### config.mk
export PLATFORM = sky130hd
export DESIGN_NAME = rx_checksum_ext
export DESIGN_NICKNAME = d
export VERILOG_FILES = /design/src/rtl/rx_checksum_ext.sv
export SDC_FILE = /design/constraint.sdc
export NUM_CORES = 2
export LEC_CHECK = 0
export BUFFER_PORTS_ARGS = -buffer_cell sky130_fd_sc_hd__buf_2
export CAP_MARGIN = 20
export CORE_MARGIN = 2
export CORE_UTILIZATION = 40
export CTS_CLUSTER_DIAMETER = 30
export DETAILED_ROUTE_END_ITERATION = 8
export PLACE_DENSITY = 0.59
export SLEW_MARGIN = 10
export SYNTH_ARGS = -nofsm -noshare
export SYNTH_HDL_FRONTEND = slang
export SYNTH_SLANG_ARGS = --single-unit
### constraint.sdc
create_clock -name clk -period 10.75 [get_ports clk]
set_input_delay 2.15 -clock clk [delete_from_list [all_inputs] [get_ports clk]]
set_output_delay 2.15 -clock clk [all_outputs]
set_load 0.005 [all_outputs]
### src/rtl/rx_checksum_ext.sv
// rx_checksum_ext
//
// Receive checksum offload. Snoops the post-MAC receive AXI stream and, for
// every frame, computes the 16-bit folded ones-complement sum (not inverted)
// of all bytes at or beyond a runtime start offset. The offset is latched on
// each frame's first beat. Each result carries the number of bytes summed.
// Results queue in a small show-ahead FIFO with ready/valid handshake. A
// result that arrives while the FIFO is full, with no pop in the same cycle,
// is dropped and flagged.
//
// Pipeline: mask + stage-0 word-pair sums (1 reg), LEVELS-2 adder-tree
// stages, accumulate/fold (1 reg), FIFO write (1 reg). A tlast beat on cycle
// T is visible at the FIFO head on cycle T+LEVELS+1 when the FIFO was empty.
//
// Ports
//   clk, rst            clock, synchronous active-high reset
//   s_axis_tdata/tkeep  beat data and byte enables (lane j = bits 8j+7:8j)
//   s_axis_tvalid/tlast beat valid (always consumed) and end of frame
//   cfg_start_offset    first byte to sum, sampled on each frame's first beat
//   m_axis_csum         folded ones-complement sum at the FIFO head
//   m_axis_csum_len     bytes covered by that sum (saturating)
//   m_axis_csum_valid   FIFO head valid
//   m_axis_csum_ready   consumer accepts the head
//   stat_csum_drop      one-cycle pulse when a result is discarded

module rx_checksum_ext #(
  parameter int DATA_WIDTH   = 256,
  parameter int KEEP_WIDTH   = DATA_WIDTH / 8,
  parameter int OFFSET_WIDTH = 8,
  parameter int LEN_WIDTH    = 16,
  parameter int FIFO_DEPTH   = 4
) (
  input  logic                    clk,
  input  logic                    rst,
  input  logic [DATA_WIDTH-1:0]   s_axis_tdata,
  input  logic [KEEP_WIDTH-1:0]   s_axis_tkeep,
  input  logic                    s_axis_tvalid,
  input  logic                    s_axis_tlast,
  input  logic [OFFSET_WIDTH-1:0] cfg_start_offset,
  output logic [15:0]             m_axis_csum,
  output logic [LEN_WIDTH-1:0]    m_axis_csum_len,
  output logic                    m_axis_csum_valid,
  input  logic                    m_axis_csum_ready,
  output logic                    stat_csum_drop
);

  localparam int LEVELS = $clog2(KEEP_WIDTH);
  localparam int NG     = KEEP_WIDTH / 4;        // stage-0 sums
  localparam int NN     = 2 * NG - 1;            // nodes across all tree levels
  localparam int TW     = 15 + LEVELS;           // width that holds the root sum
  localparam int CW     = LEVELS + 1;            // holds a count up to KEEP_WIDTH
  localparam int PW     = OFFSET_WIDTH + LEVELS + 1;
  localparam int FAW    = $clog2(FIFO_DEPTH);

  // ---------------------------------------------------------------------
  // Frame tracking and byte mask
  // ---------------------------------------------------------------------
  logic                    in_frame_reg;
  logic [OFFSET_WIDTH-1:0] start_reg;
  logic [PW-1:0]           base_reg;   // byte position of lane 0 in this beat

  logic                    first_beat;
  logic [OFFSET_WIDTH-1:0] start_eff;
  logic [PW-1:0]           base_eff;
  logic                    base_sat;

  assign first_beat = ~in_frame_reg;
  assign start_eff  = first_beat ? cfg_start_offset : start_reg;
  assign base_eff   = first_beat ? '0 : base_reg;
  // Once the beat base passes every possible offset all bytes are included,
  // so the base stops counting instead of wrapping on long frames.
  assign base_sat   = |base_eff[PW-1:OFFSET_WIDTH];

  always_ff @(posedge clk) begin
    if (rst) begin
      in_frame_reg <= 1'b0;
      start_reg    <= '0;
      base_reg     <= '0;
    end else if (s_axis_tvalid) begin
      start_reg <= start_eff;
      if (s_axis_tlast) begin
        in_frame_reg <= 1'b0;
        base_reg     <= '0;
      end else begin
        in_frame_reg <= 1'b1;
        base_reg     <= base_sat ? base_eff : base_eff + PW'(KEEP_WIDTH);
      end
    end
  end

  logic [KEEP_WIDTH-1:0] incl;
  logic [7:0]            byte_m [KEEP_WIDTH];
  logic [16:0]           g_sum  [NG];
  logic [2:0]            g_cnt  [NG];

  genvar gi;
  generate
    for (gi = 0; gi < KEEP_WIDTH; gi++) begin : g_lane
      assign incl[gi]   = s_axis_tkeep[gi] &&
                          ((base_eff + PW'(gi)) >= PW'(start_eff));
      assign byte_m[gi] = incl[gi] ? s_axis_tdata[8*gi +: 8] : 8'h00;
    end

    // Even lane is the MSB of a big-endian word; each group of four lanes
    // yields two words that are summed into one 17-bit stage-0 value.
    for (gi = 0; gi < NG; gi++) begin : g_grp
      assign g_sum[gi] = {1'b0, byte_m[4*gi],   byte_m[4*gi+1]} +
                         {1'b0, byte_m[4*gi+2], byte_m[4*gi+3]};
      assign g_cnt[gi] = 3'(incl[4*gi])   + 3'(incl[4*gi+1]) +
                         3'(incl[4*gi+2]) + 3'(incl[4*gi+3]);
    end
  endgenerate

  // ---------------------------------------------------------------------
  // Adder and length trees. Nodes 0..NG-1 are stage 0; node i >= NG sums
  // nodes 2i-2NG and 2i-2NG+1, so each level sits one register after the
  // previous one and the root is node NN-1.
  // ---------------------------------------------------------------------
  logic [TW-1:0] node_sum_reg [NN];
  logic [CW-1:0] node_cnt_reg [NN];

  generate
    for (gi = 0; gi < NG; gi++) begin : g_stage0
      always_ff @(posedge clk) begin
        node_sum_reg[gi] <= TW'(g_sum[gi]);
        node_cnt_reg[gi] <= CW'(g_cnt[gi]);
      end
    end

    for (gi = NG; gi < NN; gi++) begin : g_tree
      always_ff @(posedge clk) begin
        node_sum_reg[gi] <= node_sum_reg[2*gi-2*NG] + node_sum_reg[2*gi-2*NG+1];
        node_cnt_reg[gi] <= node_cnt_reg[2*gi-2*NG] + node_cnt_reg[2*gi-2*NG+1];
      end
    end
  endgenerate

  logic [LEVELS-2:0] pipe_vld_reg;
  logic [LEVELS-2:0] pipe_last_reg;

  always_ff @(posedge clk) begin
    if (rst) begin
      pipe_vld_reg  <= '0;
      pipe_last_reg <= '0;
    end else begin
      pipe_vld_reg  <= (pipe_vld_reg << 1)  | (LEVELS-1)'(s_axis_tvalid);
      pipe_last_reg <= (pipe_last_reg << 1) | (LEVELS-1)'(s_axis_tlast);
    end
  end

  logic          root_vld;
  logic          root_last;
  logic [TW-1:0] root_sum;
  logic [CW-1:0] root_cnt;

  assign root_vld  = pipe_vld_reg[LEVELS-2];
  assign root_last = pipe_last_reg[LEVELS-2];
  assign root_sum  = node_sum_reg[NN-1];
  assign root_cnt  = node_cnt_reg[NN-1];

  // ---------------------------------------------------------------------
  // Accumulate and fold
  // ---------------------------------------------------------------------
  logic [15:0]          acc_reg;
  logic [LEN_WIDTH-1:0] len_reg;
  logic                 res_vld_reg;
  logic [15:0]          res_csum_reg;
  logic [LEN_WIDTH-1:0] res_len_reg;

  logic [TW:0]          acc_sum;
  logic [17:0]          fold1;
  logic [15:0]          fold2;
  logic [LEN_WIDTH:0]   len_sum;
  logic [LEN_WIDTH-1:0] len_sat;

  // Two end-around-carry folds are enough: after the first the value is at
  // most 0xFFFF plus a small carry, and the second cannot carry out again.
  assign acc_sum = (TW+1)'(acc_reg) + (TW+1)'(root_sum);
  assign fold1   = 18'(acc_sum[15:0]) + 18'(acc_sum[TW:16]);
  assign fold2   = fold1[15:0] + 16'(fold1[17:16]);
  assign len_sum = (LEN_WIDTH+1)'(len_reg) + (LEN_WIDTH+1)'(root_cnt);
  assign len_sat = len_sum[LEN_WIDTH] ? '1 : len_sum[LEN_WIDTH-1:0];

  always_ff @(posedge clk) begin
    if (rst) begin
      acc_reg      <= '0;
      len_reg      <= '0;
      res_vld_reg  <= 1'b0;
      res_csum_reg <= '0;
      res_len_reg  <= '0;
    end else begin
      res_vld_reg <= root_vld && root_last;
      if (root_vld) begin
        if (root_last) begin
          res_csum_reg <= fold2;
          res_len_reg  <= len_sat;
          acc_reg      <= '0;
          len_reg      <= '0;
        end else begin
          acc_reg <= fold2;
          len_reg <= len_sat;
        end
      end
    end
  end

  // ---------------------------------------------------------------------
  // Result FIFO (show-ahead; outputs read as zero while empty)
  // ---------------------------------------------------------------------
  logic [15:0]          fifo_csum_mem [FIFO_DEPTH];
  logic [LEN_WIDTH-1:0] fifo_len_mem  [FIFO_DEPTH];
  logic [FAW-1:0]       wr_ptr_reg;
  logic [FAW-1:0]       rd_ptr_reg;
  logic [FAW:0]         count_reg;

  logic fifo_empty;
  logic fifo_full;
  logic fifo_pop;
  logic fifo_wr;

  assign fifo_empty = (count_reg == '0);
  assign fifo_full  = (count_reg == (FAW+1)'(FIFO_DEPTH));
  assign fifo_pop   = ~fifo_empty && m_axis_csum_ready;
  // A pop in the same cycle frees a slot, so a push into a full FIFO is kept.
  assign fifo_wr    = res_vld_reg && (~fifo_full || fifo_pop);

  always_ff @(posedge clk) begin
    if (fifo_wr) begin
      fifo_csum_mem[wr_ptr_reg] <= res_csum_reg;
      fifo_len_mem[wr_ptr_reg]  <= res_len_reg;
    end
  end

  always_ff @(posedge clk) begin
    if (rst) begin
      wr_ptr_reg <= '0;
      rd_ptr_reg <= '0;
      count_reg  <= '0;
    end else begin
      if (fifo_wr)  wr_ptr_reg <= wr_ptr_reg + 1'b1;
      if (fifo_pop) rd_ptr_reg <= rd_ptr_reg + 1'b1;
      case ({fifo_wr, fifo_pop})
        2'b10:   count_reg <= count_reg + 1'b1;
        2'b01:   count_reg <= count_reg - 1'b1;
        default: count_reg <= count_reg;
      endcase
    end
  end

  assign m_axis_csum_valid = ~fifo_empty;
  assign m_axis_csum       = fifo_empty ? 16'h0000 : fifo_csum_mem[rd_ptr_reg];
  assign m_axis_csum_len   = fifo_empty ? '0 : fifo_len_mem[rd_ptr_reg];
  assign stat_csum_drop    = res_vld_reg && fifo_full && ~fifo_pop;

endmodule

# Yosys cells after proc, flatten, opt, wreduce, memory -nomap -nowiden
# Memories as Yosys holds them, arrays and structs flattened. A register that Yosys moved wholly into a read port is not among the register bits.
# Index checks and enable logic that the tools add are counted.
[totals] register_bits=103 ramBits=518 out_inout_bits=34 wordCells=234 n_memories=4
[mem_list] name="node_sum_reg" words=15 width=20 rd=15 rd_clocked_by_memory_dff=0 write_ports=15 line="119" source="logic [TW-1:0] node_sum_reg [NN];"
[mem_list] name="node_cnt_reg" words=15 width=6 rd=15 rd_clocked_by_memory_dff=0 write_ports=15 line="120" source="logic [CW-1:0] node_cnt_reg [NN];"
[mem_list] name="fifo_csum_mem" words=4 width=16 rd=1 rd_clocked_by_memory_dff=1 write_ports=1 line="210" source="logic [15:0] fifo_csum_mem [FIFO_DEPTH];"
[mem_list] name="fifo_len_mem" words=4 width=16 rd=1 rd_clocked_by_memory_dff=1 write_ports=1 line="211" source="logic [LEN_WIDTH-1:0] fifo_len_mem [FIFO_DEPTH];"
[classes] add_sub_neg=86 order_cmp=32 eq_ne=3 n_mux=49 bitwise_logic=5 n_reduce_logical=42
[ops] cell="$ge A14 B8 Y1" count=32
[ops] cell="$mux W8" count=33
[ops] cell="$add A14 B5 Y14 const B" count=16
[ops] cell="$add A20 B20 Y20" count=7
[ops] cell="$add A16 B16 Y17" count=8
[ops] cell="$add A14 B4 Y14 const B" count=8
[ops] cell="$mux W16" count=5
[ops] cell="$add A14 B3 Y14 const B" count=4
[ops] cell="$add A6 B6 Y6" count=7
[ops] cell="$mux W14" count=3
[ops] cell="$logic_and A1 B1 Y1" count=37
[ops] cell="$add A14 B2 Y14 const B" count=2
[ops] cell="$add A2 B1 Y3" count=8
[ops] cell="$add A3 B1 Y3" count=8
[ops] cell="$add A16 B20 Y21" count=1
[ops] cell="$add A16 B5 Y17" count=1
[ops] cell="$add A16 B6 Y17" count=1
[ops] cell="$add A1 B1 Y2" count=8
[ops] cell="$add A16 B1 Y16" count=1
[ops] cell="$add A14 B1 Y14 const B" count=1
[ops] cell="$add A14 B6 Y14 const B" count=1
[ops] cell="$mux W2" count=4
[ops] cell="$or A4 B1 Y4" count=2
[ops] cell="$pmux W3 S2" count=1
[ops] cell="13 further kinds" count=18

# Depth between registers and ports, before layout
[depth] word_depth=7 ltp_mapped=34 ltp_nobuf=33

# Least setup slack after synthesis
# OpenSTA, ideal clock, no wires.
[synth_timing] path_kind="reg2reg" from="reg in_frame_reg" to="mem node_sum_reg[0][75] (netlist name)" arrival_time_ns=7.621 setup_slack_ns=3.057 path_stages_with_launch=27 n_path_buf=6 synth_period_minus_slack_ns=7.693 cell_sequence="dfxtp_1 clkbuf_1 clkbuf_1 buf_2 clkbuf_1 buf_1 clkbuf_1 mux2i_1 ha_1 nor2b_1 o21a_1 o21a_1 o21ai_0 a31oi_1 and2_1 ha_1 a21o_1 a21oi_1 o21bai_1 a21oi_1 o21bai_1 a211o_1 a2111oi_0 nor3_1 or3_1 a21oi_1 xnor2_1"
[synth_rtl] element="from (decl)" line="58" source="logic in_frame_reg;"
[synth_rtl] element="from (signal assigned)" line="76" source="in_frame_reg <= 1'b0;"
[synth_rtl] element="from (signal assigned)" line="82" source="in_frame_reg <= 1'b0;"
[synth_rtl] element="from (signal assigned)" line="85" source="in_frame_reg <= 1'b1;"
[synth_rtl] element="to (decl)" line="119"

==> impl_results.md <==
* Largest register FFs at 266
* Logic pwr share at 0.137
* Fin util at 0.480
* Compound-gate portion of the synthesized area at 0.165
* GP Congestion at 1.02
* Worst slew margin at 0.192
* Largest net degree at the start of global routing at 88
* Post-synth top area share at 0.224
* Simple-gate area share of the yosys netlist at 0.175
* Synthesis-to-layout area growth at 19.2%
* P per Cell Area at 151 nW/µm²
* Fin crit share at 0.712
* FMAX at 0.131 GHz
* Vias per inst at 5.35
* Antenna viol nets, final at 0
* Setup Total Neg Slack at 0 ns
* Outcome: complete, no violations
* Share of layout cells above drive strength 1 at 0.149
* Post-DP HPWL at 92800 µm
* Top cells by count, synth: 485 x ha_1, 427 x dfxtp_1, 346 x xnor2_1, 322 x and2_1, 299 x a21oi_1
* Clk buf depth at 3
* Critical Path Source: in_frame_reg
* Clk pin slew, worst setup/hold paths at 0.05 ns
* Post-synthesis cell area at 38100 µm²
* Worst r2r src: in_frame_reg
* Mux contribution to synthesized area at 0.0277
* Die span in x at 313 µm
* Post-synthesis sequential area ratio at 0.325
* CTS Buf Count at 112
* Post-synth top area cell: dfxtp_1
* Initial antenna violation count at 11
* Die height at 313 µm
* Sequential Power Share at 0.339
* Row count at 113
* P_leak at 20.5 nW
* Warnings, synthesis at 0
* Final Critical Period at 7.65 ns
* Peak supply drop at 0.122 mV
* DR DRC count at 0
* Average size of a mapped cell at 9.05 µm²
* Num Clock Sinks at 555
* Slew Viols, Final at 0
* TritonCTS clock tree: built
* Wire per inst at 20.3 µm
* Vias in the first global route at 31226
* Syn Nets at 5032
* Synth async-reset ratio at 0
* Post-synth EDFFs at 128
* Non-filler instance count after layout at 5958
* Final hold violation count at 0
* Total GRT Usage at 0.242
* Final setup violation count at 0
* Post-CTS setup buffer count at 0
* Clk_lat worst skew at 0.66 ns
* DRT iter0 DRCs at 2385
* Post-synthesis cell type count at 92
* WS Path Type: reg -> reg
* Ports at 335
* Worst path arrival time at 8.19 ns
* XOR/XNOR Fraction of Synth Area at 0.0914
* Router iterations before antenna repair at 7
* Critical path endpoint category: flip-flop
* Main combinational cell family by area after synthesis: adder cells
* Synth area leaders: dfxtp_1 22%, ha_1 16%, edfxtp_1 10%, xnor2_1 8.0%, and2_1 5.3%
* Sw Share at 0.265
* Inst Count DP at 5740
* Post-CTS sizing at 0
* Starting density of the core at 0.402
* Setup Skew at 0.0268 ns
* Nets@finish at 5409
* Post-synth top flop: dfxtp_1
* Routed vias at 31857
* Adder-Cell Fraction of Synth Area at 0.177
* Hold_sp: pipe_last_reg[1]
* Min-Delay Path Class: reg -> reg
* Root Driver: clkbuf_16
* Worst Path Required at 11.28 ns
* Synthesis-stage register bit count at 555
* Worst Tran Pin Value at 1.20 ns
* Post-synthesis cell count at 4212
* First-pass GRT wire length at 182000 µm
* Clock Power Share at 0.524
* IO buf count at 334
* Max cap viols at 0
* WHS Path Cells at 1
* Pwr Total at 6.87 mW
* R2R depth at 26
* P_sw at 1.82 mW
* Worst Setup Start Kind: flip-flop
* Int Pwr at 5.05 mW
* Top-count cell post-synth: ha_1
* Placeable Area at 94700 µm²
* RSZ-0062 raised after global routing: false
* H-tree level count at 3
* Hold_buf cts at 0
* Full die area at 97800 µm²
* Drt total wl at 121000 µm
* Critical path peak fanout at 87
* Grt total ovfl at 0
-- final timing paths --
kind	to	slack [ns]
max	node_sum_reg[0][36]	3.10
min	pipe_last_reg[2]	0.42
min reg2reg	pipe_last_reg[2]	0.42
max reg2reg	node_sum_reg[0][36]	3.10
-- per-layer routing --
layer | share of wire | up-vias | global-route usage
met1 | 0.42 | 14823 | 0.301
met5 | 0.00011 | - | 0
li1 | - | 15626 | -
met2 | 0.45 | 1073 | 0.392
met4 | 0.058 | 2 | 0.133
met3 | 0.070 | 333 | 0.0488
-- layout by cell type, fill, tap and decap left out, drive strengths merged, types with 23 or more instances in the layout --
| cell type | Yosys | layout |
|---|---|---|
| nand3 | 67 | 67 |
| o21ai | 190 | 190 |
| buf | 28 | 393 |
| inv | 264 | 298 |
| or3 | 33 | 33 |
| o21a | 57 | 57 |
| a211oi | 40 | 40 |
| nor2 | 297 | 297 |
| dfxtp | 427 | 427 |
| edfxtp | 128 | 128 |
| fa | 34 | 34 |
| o211ai | 27 | 27 |
| nor3 | 80 | 80 |
| and3 | 36 | 36 |
| a31oi | 38 | 38 |
| xor2 | 49 | 49 |
| and2 | 323 | 323 |
| nor2b | 84 | 84 |
| a21oi | 301 | 301 |
| o21bai | 41 | 41 |
| clkinv | 2 | 26 |
| xnor2 | 347 | 347 |
| clkbuf | 102 | 136 |
| nand2 | 273 | 273 |
| a21boi | 39 | 39 |
| a21o | 87 | 87 |
| mux4 | 32 | 32 |
| mux2i | 28 | 28 |
| ha | 485 | 485 |
| nand2b | 23 | 23 |
-- critical path, stage by stage, from the launching register on --
cell       delay [ns]
dfxtp_2          0.33
buf_12           0.36
and3_1           0.31
nand2_1          0.37
nor2_1           0.59
nand3_1          0.65
nand2_1          0.22
o21ai_0          0.21
nor2_1           0.48
mux2i_1          0.15
a2111oi_0        0.75
a31oi_1          0.20
buf_4            0.24
and2_1           0.17
ha_1             0.20
fa_1             0.41
a21o_1           0.17
a21oi_1          0.22
o21bai_1         0.09
a21oi_1          0.22
o21bai_1         0.09
a21oi_1          0.23
nor2b_1          0.08
o21ai_0          0.21
a21oi_1          0.14
a31oi_1          0.27
o21ai_0          0.12
-- power groups by stage --
| stage | Combinational (mW) | Clock (mW) | Sequential [mW] |
|---|---|---|---|
| 6_report | 0.939 | 3.60 | 2.33 |
| 3_3_place_gp | 0.932 | 0 | 2.37 |
| 4_1_cts | 0.943 | 3.67 | 2.33 |
| 5_1_grt | 1.05 | 3.77 | 2.34 |
| 2_1_floorplan | 0.648 | 0 | 2.34 |
| 3_5_place_dp | 0.936 | 0 | 2.37 |
-- kinds of logic (layout without fill, tap and decap cells) --
kind of cell	after synthesis	in the layout
xor gates and xnor gates	396	396
adders and majority gates	519	519
other	0	5
DFF	555	555
muxes	65	65
buffers and inverters	396	872
AOI/OAI and AO/OA	973	973
and+or+nand+nor	1308	1308
-- area by class of cell --
class                      instances  area, µm²
fill                            9206      49300
multi-input combinational       3261      24300
sequential                       555      12400
clock buffer                     136       3090
timing repair buffer             393       2130
tap                             1265       1580
inverter                         266        998
clock inverter                    77        941
antenna                            5       12.5
-- through the flow --
step	area [µm²]	worst slack, ns	hold WS [ns]
floorplan	38100	3.06	0.414
global placement	41400	2.87	0.418
detailed placement	41400	2.85	0.420
CTS	45400	3.41	0.410
global route	45400	2.89	0.437
finish	45400	3.10	0.418
Note: power is estimated with default switching activity, not from simulation.
